===== src/rtl/reservation_station_if.sv =====
// Issue, CDB and functional-unit signal bundle for the reservation station.
// The master side drives the requests and the slave side is the station.
interface reservation_station_if;
  logic        in_enable;
  logic [5:0]  in_operator_type;
  logic [31:0] in_val_1;
  logic [31:0] in_val_2;
  logic [4:0]  in_tag_1;
  logic [4:0]  in_tag_2;
  logic [3:0]  in_ICC_flags;
  logic        in_CDB_broadcast;
  logic [4:0]  in_CDB_tag;
  logic [31:0] in_CDB_val;
  logic        in_fu_ready;
  logic        out_rs_enable;
  logic [4:0]  out_rs_tag;
  logic        out_full;
  logic        out_issue_drop;
  logic        out_fu_enable;
  logic [5:0]  out_fu_operator_type;
  logic [31:0] out_fu_val_1;
  logic [31:0] out_fu_val_2;
  logic [3:0]  out_fu_ICC_flags;
  logic [4:0]  out_fu_tag;

  modport master (
    output in_enable, in_operator_type,
    output in_val_1, in_val_2,
    output in_tag_1, in_tag_2,
    output in_ICC_flags,
    output in_CDB_broadcast, in_CDB_tag,
    output in_CDB_val, in_fu_ready,
    input  out_rs_enable, out_rs_tag,
    input  out_full, out_issue_drop,
    input  out_fu_enable, out_fu_operator_type,
    input  out_fu_val_1, out_fu_val_2,
    input  out_fu_ICC_flags, out_fu_tag
  );

  modport slave (
    input  in_enable, in_operator_type,
    input  in_val_1, in_val_2,
    input  in_tag_1, in_tag_2,
    input  in_ICC_flags,
    input  in_CDB_broadcast, in_CDB_tag,
    input  in_CDB_val, in_fu_ready,
    output out_rs_enable, out_rs_tag,
    output out_full, out_issue_drop,
    output out_fu_enable, out_fu_operator_type,
    output out_fu_val_1, out_fu_val_2,
    output out_fu_ICC_flags, out_fu_tag
  );
endinterface


===== src/rtl/reservation_station.sv =====
// Reservation station: issue allocation, CDB operand snooping, and
// in-order-by-index dispatch to a single functional unit.
module reservation_station #(
  parameter int          NUM_ENTRIES = 4,
  parameter int          TAG_BASE    = 0,
  parameter logic [4:0]  INVALID_TAG = 5'b11111
) (
  input logic                  clk,
  input logic                  rst,
  reservation_station_if.slave bus
);

  typedef enum logic [1:0] {
    FREE, WAITING, EXECUTING
  } state_t;

  state_t      st_q [NUM_ENTRIES];
  state_t      st_d [NUM_ENTRIES];
  logic [5:0]  op_q [NUM_ENTRIES];
  logic [5:0]  op_d [NUM_ENTRIES];
  logic [31:0] v1_q [NUM_ENTRIES];
  logic [31:0] v1_d [NUM_ENTRIES];
  logic [31:0] v2_q [NUM_ENTRIES];
  logic [31:0] v2_d [NUM_ENTRIES];
  logic [4:0]  t1_q [NUM_ENTRIES];
  logic [4:0]  t1_d [NUM_ENTRIES];
  logic [4:0]  t2_q [NUM_ENTRIES];
  logic [4:0]  t2_d [NUM_ENTRIES];
  logic [3:0]  cc_q [NUM_ENTRIES];
  logic [3:0]  cc_d [NUM_ENTRIES];

  logic        issue_ok;
  logic        cdb_ok;
  logic        alloc_hit;
  logic [2:0]  alloc_idx;
  logic        disp_hit;
  logic [2:0]  disp_idx;
  logic        disp_fire;
  logic        full_d;
  logic [5:0]  sel_op;
  logic [31:0] sel_v1;
  logic [31:0] sel_v2;
  logic [3:0]  sel_cc;

  always_comb begin
    st_d = st_q;
    op_d = op_q;
    v1_d = v1_q;
    v2_d = v2_q;
    t1_d = t1_q;
    t2_d = t2_q;
    cc_d = cc_q;
    alloc_hit = 1'b0;
    alloc_idx = 3'd0;
    disp_hit  = 1'b0;
    disp_idx  = 3'd0;
    sel_op = 6'd0;
    sel_v1 = 32'd0;
    sel_v2 = 32'd0;
    sel_cc = 4'd0;
    full_d = 1'b1;
    issue_ok = bus.in_enable && !bus.out_full;
    cdb_ok = bus.in_CDB_broadcast
          && (bus.in_CDB_tag != INVALID_TAG);

    // Descending scan leaves the lowest matching index selected.
    for (int i = NUM_ENTRIES - 1; i >= 0; i--) begin
      if (st_q[i] == FREE) begin
        alloc_hit = 1'b1;
        alloc_idx = 3'(i);
      end
      if (st_q[i] == WAITING
          && t1_q[i] == INVALID_TAG
          && t2_q[i] == INVALID_TAG) begin
        disp_hit = 1'b1;
        disp_idx = 3'(i);
      end
    end
    disp_fire = disp_hit && bus.in_fu_ready;

    for (int i = 0; i < NUM_ENTRIES; i++) begin
      if (cdb_ok && st_q[i] == WAITING) begin
        if (t1_q[i] == bus.in_CDB_tag) begin
          v1_d[i] = bus.in_CDB_val;
          t1_d[i] = INVALID_TAG;
        end
        if (t2_q[i] == bus.in_CDB_tag) begin
          v2_d[i] = bus.in_CDB_val;
          t2_d[i] = INVALID_TAG;
        end
      end
      if (cdb_ok && st_q[i] == EXECUTING
          && 5'(TAG_BASE + i) == bus.in_CDB_tag)
        st_d[i] = FREE;
      if (disp_fire && disp_idx == 3'(i)) begin
        st_d[i] = EXECUTING;
        sel_op = op_q[i];
        sel_v1 = v1_q[i];
        sel_v2 = v2_q[i];
        sel_cc = cc_q[i];
      end
      if (issue_ok && alloc_hit && alloc_idx == 3'(i)) begin
        st_d[i] = WAITING;
        op_d[i] = bus.in_operator_type;
        cc_d[i] = bus.in_ICC_flags;
        v1_d[i] = bus.in_val_1;
        t1_d[i] = bus.in_tag_1;
        v2_d[i] = bus.in_val_2;
        t2_d[i] = bus.in_tag_2;
        if (cdb_ok && bus.in_tag_1 == bus.in_CDB_tag) begin
          v1_d[i] = bus.in_CDB_val;
          t1_d[i] = INVALID_TAG;
        end
        if (cdb_ok && bus.in_tag_2 == bus.in_CDB_tag) begin
          v2_d[i] = bus.in_CDB_val;
          t2_d[i] = INVALID_TAG;
        end
      end
    end

    for (int i = 0; i < NUM_ENTRIES; i++)
      if (st_d[i] == FREE) full_d = 1'b0;
  end

  always_ff @(posedge clk) begin
    if (rst) begin
      for (int i = 0; i < NUM_ENTRIES; i++) begin
        st_q[i] <= FREE;
        op_q[i] <= '0;
        v1_q[i] <= '0;
        v2_q[i] <= '0;
        t1_q[i] <= INVALID_TAG;
        t2_q[i] <= INVALID_TAG;
        cc_q[i] <= '0;
      end
      bus.out_rs_enable        <= 1'b0;
      bus.out_rs_tag           <= INVALID_TAG;
      bus.out_full             <= 1'b0;
      bus.out_issue_drop       <= 1'b0;
      bus.out_fu_enable        <= 1'b0;
      bus.out_fu_operator_type <= '0;
      bus.out_fu_val_1         <= '0;
      bus.out_fu_val_2         <= '0;
      bus.out_fu_ICC_flags     <= '0;
      bus.out_fu_tag           <= INVALID_TAG;
    end else begin
      st_q <= st_d;
      op_q <= op_d;
      v1_q <= v1_d;
      v2_q <= v2_d;
      t1_q <= t1_d;
      t2_q <= t2_d;
      cc_q <= cc_d;
      bus.out_full       <= full_d;
      bus.out_issue_drop <= bus.in_enable && bus.out_full;
      bus.out_rs_enable  <= issue_ok && alloc_hit;
      if (issue_ok && alloc_hit)
        bus.out_rs_tag <= 5'(TAG_BASE) + 5'(alloc_idx);
      bus.out_fu_enable <= disp_fire;
      if (disp_fire) begin
        bus.out_fu_operator_type <= sel_op;
        bus.out_fu_val_1         <= sel_v1;
        bus.out_fu_val_2         <= sel_v2;
        bus.out_fu_ICC_flags     <= sel_cc;
        bus.out_fu_tag <= 5'(TAG_BASE) + 5'(disp_idx);
      end
    end
  end

endmodule

===== src/flat_wrapper.sv =====
// flat-port wrapper written by rule: the top's interface ports become plain ports
module reservation_station_flat 
#(
  parameter int          NUM_ENTRIES = 4,
  parameter int          TAG_BASE    = 0,
  parameter logic [4:0]  INVALID_TAG = 5'b11111
)
  (clk, rst, bus_in_enable, bus_in_operator_type, bus_in_val_1, bus_in_val_2, bus_in_tag_1, bus_in_tag_2, bus_in_ICC_flags, bus_in_CDB_broadcast, bus_in_CDB_tag, bus_in_CDB_val, bus_in_fu_ready, bus_out_rs_enable, bus_out_rs_tag, bus_out_full, bus_out_issue_drop, bus_out_fu_enable, bus_out_fu_operator_type, bus_out_fu_val_1, bus_out_fu_val_2, bus_out_fu_ICC_flags, bus_out_fu_tag);
  reservation_station_if bus_i ();
  input logic clk;
  input logic rst;
  input wire logic [$bits(bus_i.in_enable)-1:0] bus_in_enable;
  input wire logic [$bits(bus_i.in_operator_type)-1:0] bus_in_operator_type;
  input wire logic [$bits(bus_i.in_val_1)-1:0] bus_in_val_1;
  input wire logic [$bits(bus_i.in_val_2)-1:0] bus_in_val_2;
  input wire logic [$bits(bus_i.in_tag_1)-1:0] bus_in_tag_1;
  input wire logic [$bits(bus_i.in_tag_2)-1:0] bus_in_tag_2;
  input wire logic [$bits(bus_i.in_ICC_flags)-1:0] bus_in_ICC_flags;
  input wire logic [$bits(bus_i.in_CDB_broadcast)-1:0] bus_in_CDB_broadcast;
  input wire logic [$bits(bus_i.in_CDB_tag)-1:0] bus_in_CDB_tag;
  input wire logic [$bits(bus_i.in_CDB_val)-1:0] bus_in_CDB_val;
  input wire logic [$bits(bus_i.in_fu_ready)-1:0] bus_in_fu_ready;
  output wire logic [$bits(bus_i.out_rs_enable)-1:0] bus_out_rs_enable;
  output wire logic [$bits(bus_i.out_rs_tag)-1:0] bus_out_rs_tag;
  output wire logic [$bits(bus_i.out_full)-1:0] bus_out_full;
  output wire logic [$bits(bus_i.out_issue_drop)-1:0] bus_out_issue_drop;
  output wire logic [$bits(bus_i.out_fu_enable)-1:0] bus_out_fu_enable;
  output wire logic [$bits(bus_i.out_fu_operator_type)-1:0] bus_out_fu_operator_type;
  output wire logic [$bits(bus_i.out_fu_val_1)-1:0] bus_out_fu_val_1;
  output wire logic [$bits(bus_i.out_fu_val_2)-1:0] bus_out_fu_val_2;
  output wire logic [$bits(bus_i.out_fu_ICC_flags)-1:0] bus_out_fu_ICC_flags;
  output wire logic [$bits(bus_i.out_fu_tag)-1:0] bus_out_fu_tag;
  assign bus_i.in_enable = bus_in_enable;
  assign bus_i.in_operator_type = bus_in_operator_type;
  assign bus_i.in_val_1 = bus_in_val_1;
  assign bus_i.in_val_2 = bus_in_val_2;
  assign bus_i.in_tag_1 = bus_in_tag_1;
  assign bus_i.in_tag_2 = bus_in_tag_2;
  assign bus_i.in_ICC_flags = bus_in_ICC_flags;
  assign bus_i.in_CDB_broadcast = bus_in_CDB_broadcast;
  assign bus_i.in_CDB_tag = bus_in_CDB_tag;
  assign bus_i.in_CDB_val = bus_in_CDB_val;
  assign bus_i.in_fu_ready = bus_in_fu_ready;
  assign bus_out_rs_enable = bus_i.out_rs_enable;
  assign bus_out_rs_tag = bus_i.out_rs_tag;
  assign bus_out_full = bus_i.out_full;
  assign bus_out_issue_drop = bus_i.out_issue_drop;
  assign bus_out_fu_enable = bus_i.out_fu_enable;
  assign bus_out_fu_operator_type = bus_i.out_fu_operator_type;
  assign bus_out_fu_val_1 = bus_i.out_fu_val_1;
  assign bus_out_fu_val_2 = bus_i.out_fu_val_2;
  assign bus_out_fu_ICC_flags = bus_i.out_fu_ICC_flags;
  assign bus_out_fu_tag = bus_i.out_fu_tag;
  reservation_station #(.NUM_ENTRIES(NUM_ENTRIES), .TAG_BASE(TAG_BASE), .INVALID_TAG(INVALID_TAG)) u_core (.clk(clk), .rst(rst), .bus(bus_i));
endmodule

===== config.mk =====
export PLATFORM = sky130hd
export DESIGN_NAME = reservation_station_flat
export DESIGN_NICKNAME = d
export VERILOG_FILES = /design/src/rtl/reservation_station_if.sv /design/src/rtl/reservation_station.sv /design/src/flat_wrapper.sv
export SDC_FILE = /design/constraint.sdc
export NUM_CORES = 1
export LEC_CHECK = 0
export CAP_MARGIN = 10
export CELL_PAD_IN_SITES_DETAIL_PLACEMENT = 0
export CELL_PAD_IN_SITES_GLOBAL_PLACEMENT = 1
export CORE_MARGIN = 8
export CORE_UTILIZATION = 46
export DETAILED_ROUTE_END_ITERATION = 16
export GPL_TIMING_DRIVEN = 0
export PLACE_DENSITY_LB_ADDON = 0.1
export SYNTH_ARGS = -nofsm -noshare
export SYNTH_HDL_FRONTEND = slang
export SYNTH_SLANG_ARGS = --single-unit

===== constraint.sdc =====
create_clock -name clk -period 6.3 [get_ports clk]
set_input_delay 0.945 -clock clk [delete_from_list [all_inputs] [get_ports clk]]
set_output_delay 0.945 -clock clk [all_outputs]
set_load 0.01 [all_outputs]

==> results by group, run 1 <==
Drt
  • Drt via density: 6.79
  • Iteration-0 DRC Markers: 3,531
  • WL/cell: 31.0 um
  • Final ANT Viol Nets: 0
  • Drt total wl: 101,000 um
  • Vias after detailed routing: 22,150
  • DR pass1 iterations: 6
  • DRC Markers: 0

Timing
  • Final period util: 64.1%
  • Relative slew slack: 7.36%
  • Setup Viol. Count Final: 0
  • Setup tns final: 0 ns
  • Layout Skew: 0.0151 ns
  • Worst-margin pin slew: 1.38 ns
  • Final hold viol count: 0
  • Final min period: 4.04 ns
  • RSZ-0062 raised after global routing: false
  • Max Freq: 248 MHz
  • Final Max Tran Viols: 0

Synth
  • Post-Synthesis Cells: 2,411
  • FF+latch count, synth: 428
  • Syn avg cell area: 8.35 um2
  • Synthesized area: 20,100 um2
  • Synth cell types: 71
  • Post-synthesis sequential area ratio: 42.6%
  • Synth warn: 0
  • Post-synthesis async set-or-reset flop share: 0%
  • Top_reg_cell synth: dfxtp_1
  • Syn nets: 2,537
  • Post-synth EDFFs: 0

Critical path
  • Crit path depth: 7
  • Crit Path Max Fanout: 10
  • Crit Path Class: in -> reg
  • WP buf/inv: 3
  • Critical path's slowest cell: nor4_2
  • Critical Path AT: 4.47 ns
  • Crit path cell chain: clkdlybuf4s50_1, nor2b_1, nand2_1, nor4_2, clkbuf_1, buf_1, a211oi_1
  • Reg2reg start: u_core.st_q[6]
  • CP top delay family: buffers and inverters
  • Slowest cell delay on critical path: 1.12 ns
  • R2r endpoint: u_core.v1_q[21]
  • Crit path from: bus_in_enable
  • WP data required: 6.73 ns
  • Crit path to: u_core.v1_q[21]
  • Startpoint Class: primary input
  • Crit end category: flop
  • R2R setup slack: 2.75 ns
  • Reg2reg path depth: 5

Clocking
  • Clock insertion delay at the later pin of the skew report: 0.60 ns
  • # hold bufs at CTS: 0
  • Max Buffers Root-to-Sink: 3
  • Clock-pin slew on the worst setup and hold paths: 0.07 ns
  • TritonCTS clock tree: done
  • H-tree depth: 2
  • Clock tree sinks: 428
  • TritonCTS buffer count: 47
  • Post-CTS Resized: 0
  • Clock root cell: clkbuf_16
  • Post-CTS setup buffer count: 0

Placement
  • Port Buf Inserts: 178
  • DP HPWL: 70,600 um
  • RD Place Congestion: 0.989

Floorplan
  • Placeable Area: 43,200 um2
  • DIE HEIGHT: 225 um
  • Full die area: 50,700 um2
  • Die Wd: 225 um
  • # rows: 76
  • Starting Density: 46.6%
  • I/O pins: 214

Hold path
  • HP Class: reg -> reg
  • Min-Delay Path Depth: 1

Global routing
  • Initial antenna violation count: 4
  • Vias in the first global route: 21,206
  • Largest net degree at the start of global routing: 14
  • First-pass GRT wire length: 145,000 um
  • GRT Total Usage: 38.3%
  • Total grt overflow: 0

Pwr
  • Pwr Density: 292 nW/um2
  • Leakage power total: 8.97 nW
  • Worst vdd ir: 0.188 mV

Cells and area
  • Area Overhead vs Synth: 20.6%
  • Final nets: 2,765
  • Fill count: 4,172
  • Utilization after layout: 56.2%
  • Layout cells sized above 1: 8.56%

Outcome
  • Status: finished, final reports clean

Job
  • Max Cap Violations: 0
==> worst register-to-register path: stages, from the launching register on <==
cell and delay [ns]:
dfxtp_1 0.51, nor2_1 0.24, nor4_2 1.18, clkbuf_1 0.57, buf_1 0.70, a211oi_1 0.19
==> where the power goes <==
group          leakage [nW]  internal, mW  switching [mW]  total, mW
clock network         0.795          1.75            1.21       2.97
registers              3.49          2.86           0.105       2.97
logic                  4.68         0.413           0.748       1.16
total                  8.97          5.03            2.07       7.10
==> area by class of cell <==
type / count / area [um2] / share of cell area (%)
Multi-Input combinational cell: 1700 / 10300 / 42.6
Sequential cell: 428 / 8570 / 35.3
Clock buffer: 72 / 1420 / 5.86
Antenna cell: 3 / 7.51 / 0.0309
Tap cell: 585 / 732 / 3.02
Timing Repair Buffer: 179 / 1790 / 7.38
Clock inverter: 12 / 185 / 0.763
Buffer: 279 / 1200 / 4.97
Inverter: 4 / 15.0 / 0.0619
==> flip-flops by register name, summed over array words and instances, names as in the netlist <==
name and flops:
u_core.v2_q 128, u_core.bus.out_fu_val_1 32, u_core.bus.out_fu_operator_type 6, u_core.bus.out_fu_tag 3
u_core.cc_q 16, u_core.bus.out_rs_tag 3, u_core.t2_q 20, u_core.t1_q 20
u_core.st_q 8, u_core.v1_q 128, u_core.op_q 24, u_core.bus.out_issue_drop 1
u_core.bus.out_fu_ICC_flags 4, u_core.bus.out_full 1, u_core.bus.out_rs_enable 1, u_core.bus.out_fu_enable 1
u_core.bus.out_fu_val_2 32
==> layer usage <==
metal  wire (um)  GRT usage (%)
met1       39300           50.3
met2       43500           57.2
met3       12900           10.2
met4        5310           19.8
met5           0              0
==> how the worst min path moves through the flow <==
stage | from | end
after detailed placement | u_core.bus.out_fu_val_1[29] | u_core.bus.out_fu_val_1[29]
after floorplan | u_core.cc_q[11] | u_core.cc_q[11]
after CTS | u_core.cc_q[11] | u_core.cc_q[11]
final | u_core.bus.out_fu_val_1[29] | u_core.bus.out_fu_val_1[29]
after global routing | u_core.op_q[22] | u_core.op_q[22]
after global placement | u_core.bus.out_fu_val_1[5] | u_core.bus.out_fu_val_1[5]
==> Yosys cell counts (29+ instances only) <==
master,instances,area [um2]
xnor2_1,29,254
o221a_2,40,450
a211oi_1,90,676
nor2_1,312,1170
o21ai_1,48,240
nand2_1,195,732
buf_2,75,375
o22ai_1,65,407
a211o_1,29,254
o221ai_1,75,657
nor3_1,116,581
dfxtp_1,428,8570
and3_1,37,231
o31ai_1,66,495
a21oi_1,180,901
mux2i_1,32,320
o21ai_0,88,440
clkbuf_1,167,627
==> cells by family (layout without fill, tap and decap cells) <==
family / count (synthesis) / count (layout) / share of synthesized area, %
compound gates: 875 / 875 / 30.9
mux: 32 / 32 / 1.59
xor+xnor: 50 / 50 / 2.18
buf+inv: 283 / 546 / 6.06
flops: 428 / 428 / 42.6
simple gates: 743 / 743 / 16.7
other cells: 0 / 3 / 0
==> placed cells by master, fill, tap and decap left out, types with 17 or more instances in the layout <==
master	n
dfxtp_1	428
o21ai_1	48
clkdlybuf4s50_1	178
buf_2	75
o31ai_1	66
buf_4	18
o22ai_1	65
o21ai_0	88
a21oi_1	180
mux2i_1	32
a221oi_1	25
o21bai_1	17
buf_1	20
o221a_1	25
xnor2_1	29
nand2_1	195
a211o_1	29
a211oi_1	90
clkbuf_16	49
clkbuf_1	179
o221a_2	40
and3_1	37
o221ai_1	75
nor3_1	116
nor2_1	312
o21a_1	28
xor2_1	21
a311oi_1	20
==> through the flow <==
step | instances | worst slack, ns | cell area, um2 | hold WS [ns] | total power [mW]
after floorplan | 2411 | 3.55 | 20100 | 0.432 | 3.61
after global placement | 3174 | 1.93 | 22600 | 0.438 | 4.11
after detailed placement | 3175 | 1.88 | 22600 | 0.438 | 4.13
after CTS | 3259 | 2.51 | 24300 | 0.453 | 7.02
after global routing | 3261 | 2.34 | 24300 | 0.471 | 7.24
final | 3262 | 2.26 | 24300 | 0.455 | 7.10
Power figures use the tool's default switching activity.
==> inputs of run 2 (changes only) <==
--- a/config.mk
+++ b/config.mk
@@ -9,7 +9,7 @@
 export CELL_PAD_IN_SITES_DETAIL_PLACEMENT = 0
 export CELL_PAD_IN_SITES_GLOBAL_PLACEMENT = 1
 export CORE_MARGIN = 8
-export CORE_UTILIZATION = 46
+export CORE_UTILIZATION = 39
 export DETAILED_ROUTE_END_ITERATION = 16
 export GPL_TIMING_DRIVEN = 0
 export PLACE_DENSITY_LB_ADDON = 0.1
==> constraint.sdc (replaced) <==
create_clock -name clk -period 3.62 [get_ports clk]
set_input_delay 0.543 -clock clk [delete_from_list [all_inputs] [get_ports clk]]
set_output_delay 0.543 -clock clk [all_outputs]
set_load 0.01 [all_outputs]
==> run 2 against run 1 <==
Against the previous run:
- the flow now finishes with violations (max-capacitance violations, max-slew violations, negative setup slack)
- combinational power rose by 76%
- final area rose by 0.41%
- register-to-register slack lost 2.9 ns
- setup slack got worse by 2.4 ns
- clock skew increased by 0.00070 ns
- highest routed layer unchanged
- first-iteration DRC count down 7.0%
- clock-buffer cell count is 11 higher
- final cell count grew 3.0%
- critical path depth is the same
- sequential cell count stayed put
- die area is 17% higher
==> results by group, run 2 (synthesis results as in run 1) <==
Outcome
  • Status: complete, but fails checks
  • Failing checks: max-capacitance violations, max-slew violations, negative setup slack

Placement
  • Port Buf Inserts: 178 (unchanged)
  • Pre-CTS WS: -0.503 ns (-2.39 ns)
  • Inst Count DP: 3,269 (+3.0%)
  • RD Place Congestion: 0.963 (-2.6%)
  • DP HPWL: 73,700 um (+4.4%)

Drt
  • WL/cell: 31.2 um (+0.77%)
  • Drt via density: 6.53 (-3.8%)
  • DR pass1 iterations: 6 (unchanged)
  • Final ANT Viol Nets: 0 (unchanged)
  • Drt total wl: 105,000 um (+3.8%)
  • Vias after detailed routing: 21,931 (-0.99%)
  • Iteration-0 DRC Markers: 3,285 (-7.0%)
  • DRC Markers: 0 (unchanged)

Cells and area
  • Most common cell after layout, fill and taps aside: dfxtp_1
  • Post-Layout Cell Count: 3,359 (+3.0%)
  • Biggest regs: u_core.v1_q: 128 flops, u_core.v2_q: 128 flops
  • Final nets: 2,767 (+0.072%)
  • Most frequent cells in the layout: 428 x dfxtp_1, 312 x nor2_1, 195 x nand2_1, 187 x clkbuf_1, 180 x a21oi_1
  • Utilization after layout: 47.6% (-8.6 points)
  • Layout cells sized above 1: 8.37% (-0.20 points)
  • Area Overhead vs Synth: 21.0%

Critical path
  • WP data required: 4.08 ns (-2.65 ns)
  • Critical Path AT: 4.24 ns (-0.23 ns)
  • Crit path cell chain: clkdlybuf4s50_1, nor2b_1, nand2_1, nor4_2, clkbuf_1, buf_1, a211oi_1
  • Crit end category: flop
  • WP buf/inv: 3 (unchanged)
  • Crit Path Max Fanout: 10 (unchanged)
  • Startpoint Class: primary input
  • CP top delay family: buffers and inverters
  • Reg2reg start: u_core.st_q[2]
  • Critical path's slowest cell: nor4_2
  • Slowest cell delay on critical path: 1.21 ns (+0.09 ns)
  • Crit path from: bus_in_enable
  • Crit Path Class: in -> reg

Floorplan
  • I/O pins: 214 (unchanged)
  • Placeable Area: 51,200 um2 (+19%)
  • Full die area: 59,100 um2 (+17%)
  • # rows: 83 (+9.2%)
  • Die Wd: 243 um (+8.0%)
  • Starting Density: 39.3% (-7.3 points)
  • DIE HEIGHT: 243 um (+8.0%)

Clocking
  • Clock tree sinks: 428 (unchanged)
  • TritonCTS clock tree: done
  • Post-CTS setup buffer count: 0 (unchanged)
  • Clock root cell: clkbuf_16
  • TritonCTS buffer count: 50 (+6.4%)
  • Post-CTS Resized: 0 (unchanged)
  • H-tree depth: 2 (unchanged)
  • Clock insertion delay at the later pin of the skew report: 0.61 ns (about the same)
  • Clock-pin slew on the worst setup and hold paths: 0.06 ns (about the same)
  • Max Buffers Root-to-Sink: 3 (unchanged)
  • # hold bufs at CTS: 0 (unchanged)

Timing
  • Worst-margin pin slew: 1.51 ns (+0.132 ns)
  • Setup Viol. Count Final: 43 (+43)
  • Setup WS post-layout: -0.167 ns (-2.43 ns)
  • Final hold viol count: 0 (unchanged)
  • Final Max Tran Viols: 7 (+7)
  • Layout Skew: 0.0158 ns (+0.000704 ns)
  • RSZ-0062 raised after global routing: false
  • Final period util: 105%
  • Relative slew slack: -1.51% (-8.9 points)
  • Final min period: 3.79 ns
  • Max Freq: 264 MHz

Global routing
  • Initial antenna violation count: 4 (unchanged)
  • Total grt overflow: 0 (unchanged)
  • Vias in the first global route: 21,128 (-0.37%)
  • First-pass GRT wire length: 149,000 um (+3.1%)
  • GRT Total Usage: 33.7% (-4.5 points)
  • Largest net degree at the start of global routing: 14 (unchanged)

Pwr
  • Sw Share: 29.8% (+0.70 points)
  • Leakage power total: 8.94 nW (-0.29%)
  • Gate power share: 16.6% (+0.3 points)
  • Seq pwr share: 42.1% (+0.3 points)
  • Net Sw Power: 3.66 mW (+77%)
  • Worst vdd ir: 0.318 mV (+69%)
  • Internal: 8.61 mW (+71%)
  • Clock power share: 41.3% (-0.5 points)
  • Pwr Density: 504 nW/um2 (+72%)

Hold path
  • Startpoint of the worst hold path: u_core.bus.out_fu_val_1[5]
  • HP Class: reg -> reg

Job
  • Max Cap Violations: 1 (+1)
==> run 2: final cells by class <==
| type | count | area, um2 |
|---|---|---|
| timing repair buffer | 178 | 1780 |
| inverter | 4 | 15.0 |
| multi-input combinational | 1700 | 10300 |
| clock buffer | 83 | 1520 |
| clock inverter | 5 | 72.6 |
| sequential | 428 | 8570 |
| tap | 680 | 851 |
| antenna | 2 | 5.00 |
| fill | 5078 | 26800 |
| buffer | 279 | 1200 |
==> run 2: power by group through the flow <==
stage,registers (mW),clock network (mW),logic (mW)
5_1_grt,5.19,5.26,2.13
3_3_place_gp,5.25,0,1.95
2_1_floorplan,5.23,0,1.05
3_5_place_dp,5.26,0,1.97
4_1_cts,5.16,5.05,1.97
6_report,5.16,5.07,2.04
==> run 2: final timing paths <==
kind	slack (ns)	endpoint	cells past startpoint
max	-0.17	u_core.v1_q[19]	7
min	0.45	u_core.bus.out_fu_val_1[5]	1
max reg2reg	-0.10	u_core.v1_q[19]	6
min reg2reg	0.45	u_core.bus.out_fu_val_1[5]	1
==> run 2: metal layers <==
layer	vias to the layer above	global-route usage [%]	routed length (um)
met2	1544	50.1	44700
met5	-	0	0
li1	9406	-	-
met3	319	7.47	11200
met4	0	18.8	6200
met1	10662	44.9	42700
==> run 2: stage by stage <==
step	hold slack [ns]	power [mW]	TNS (ns)	instance area (um2)
after floorplan	0.432	6.28	0	20100
after global placement	0.437	7.20	-63.17	22800
after detailed placement	0.442	7.22	-35.61	22800
after CTS	0.419	12.2	0	24400
after global routing	0.463	12.6	0	24400
final	0.453	12.3	-3.20	24400
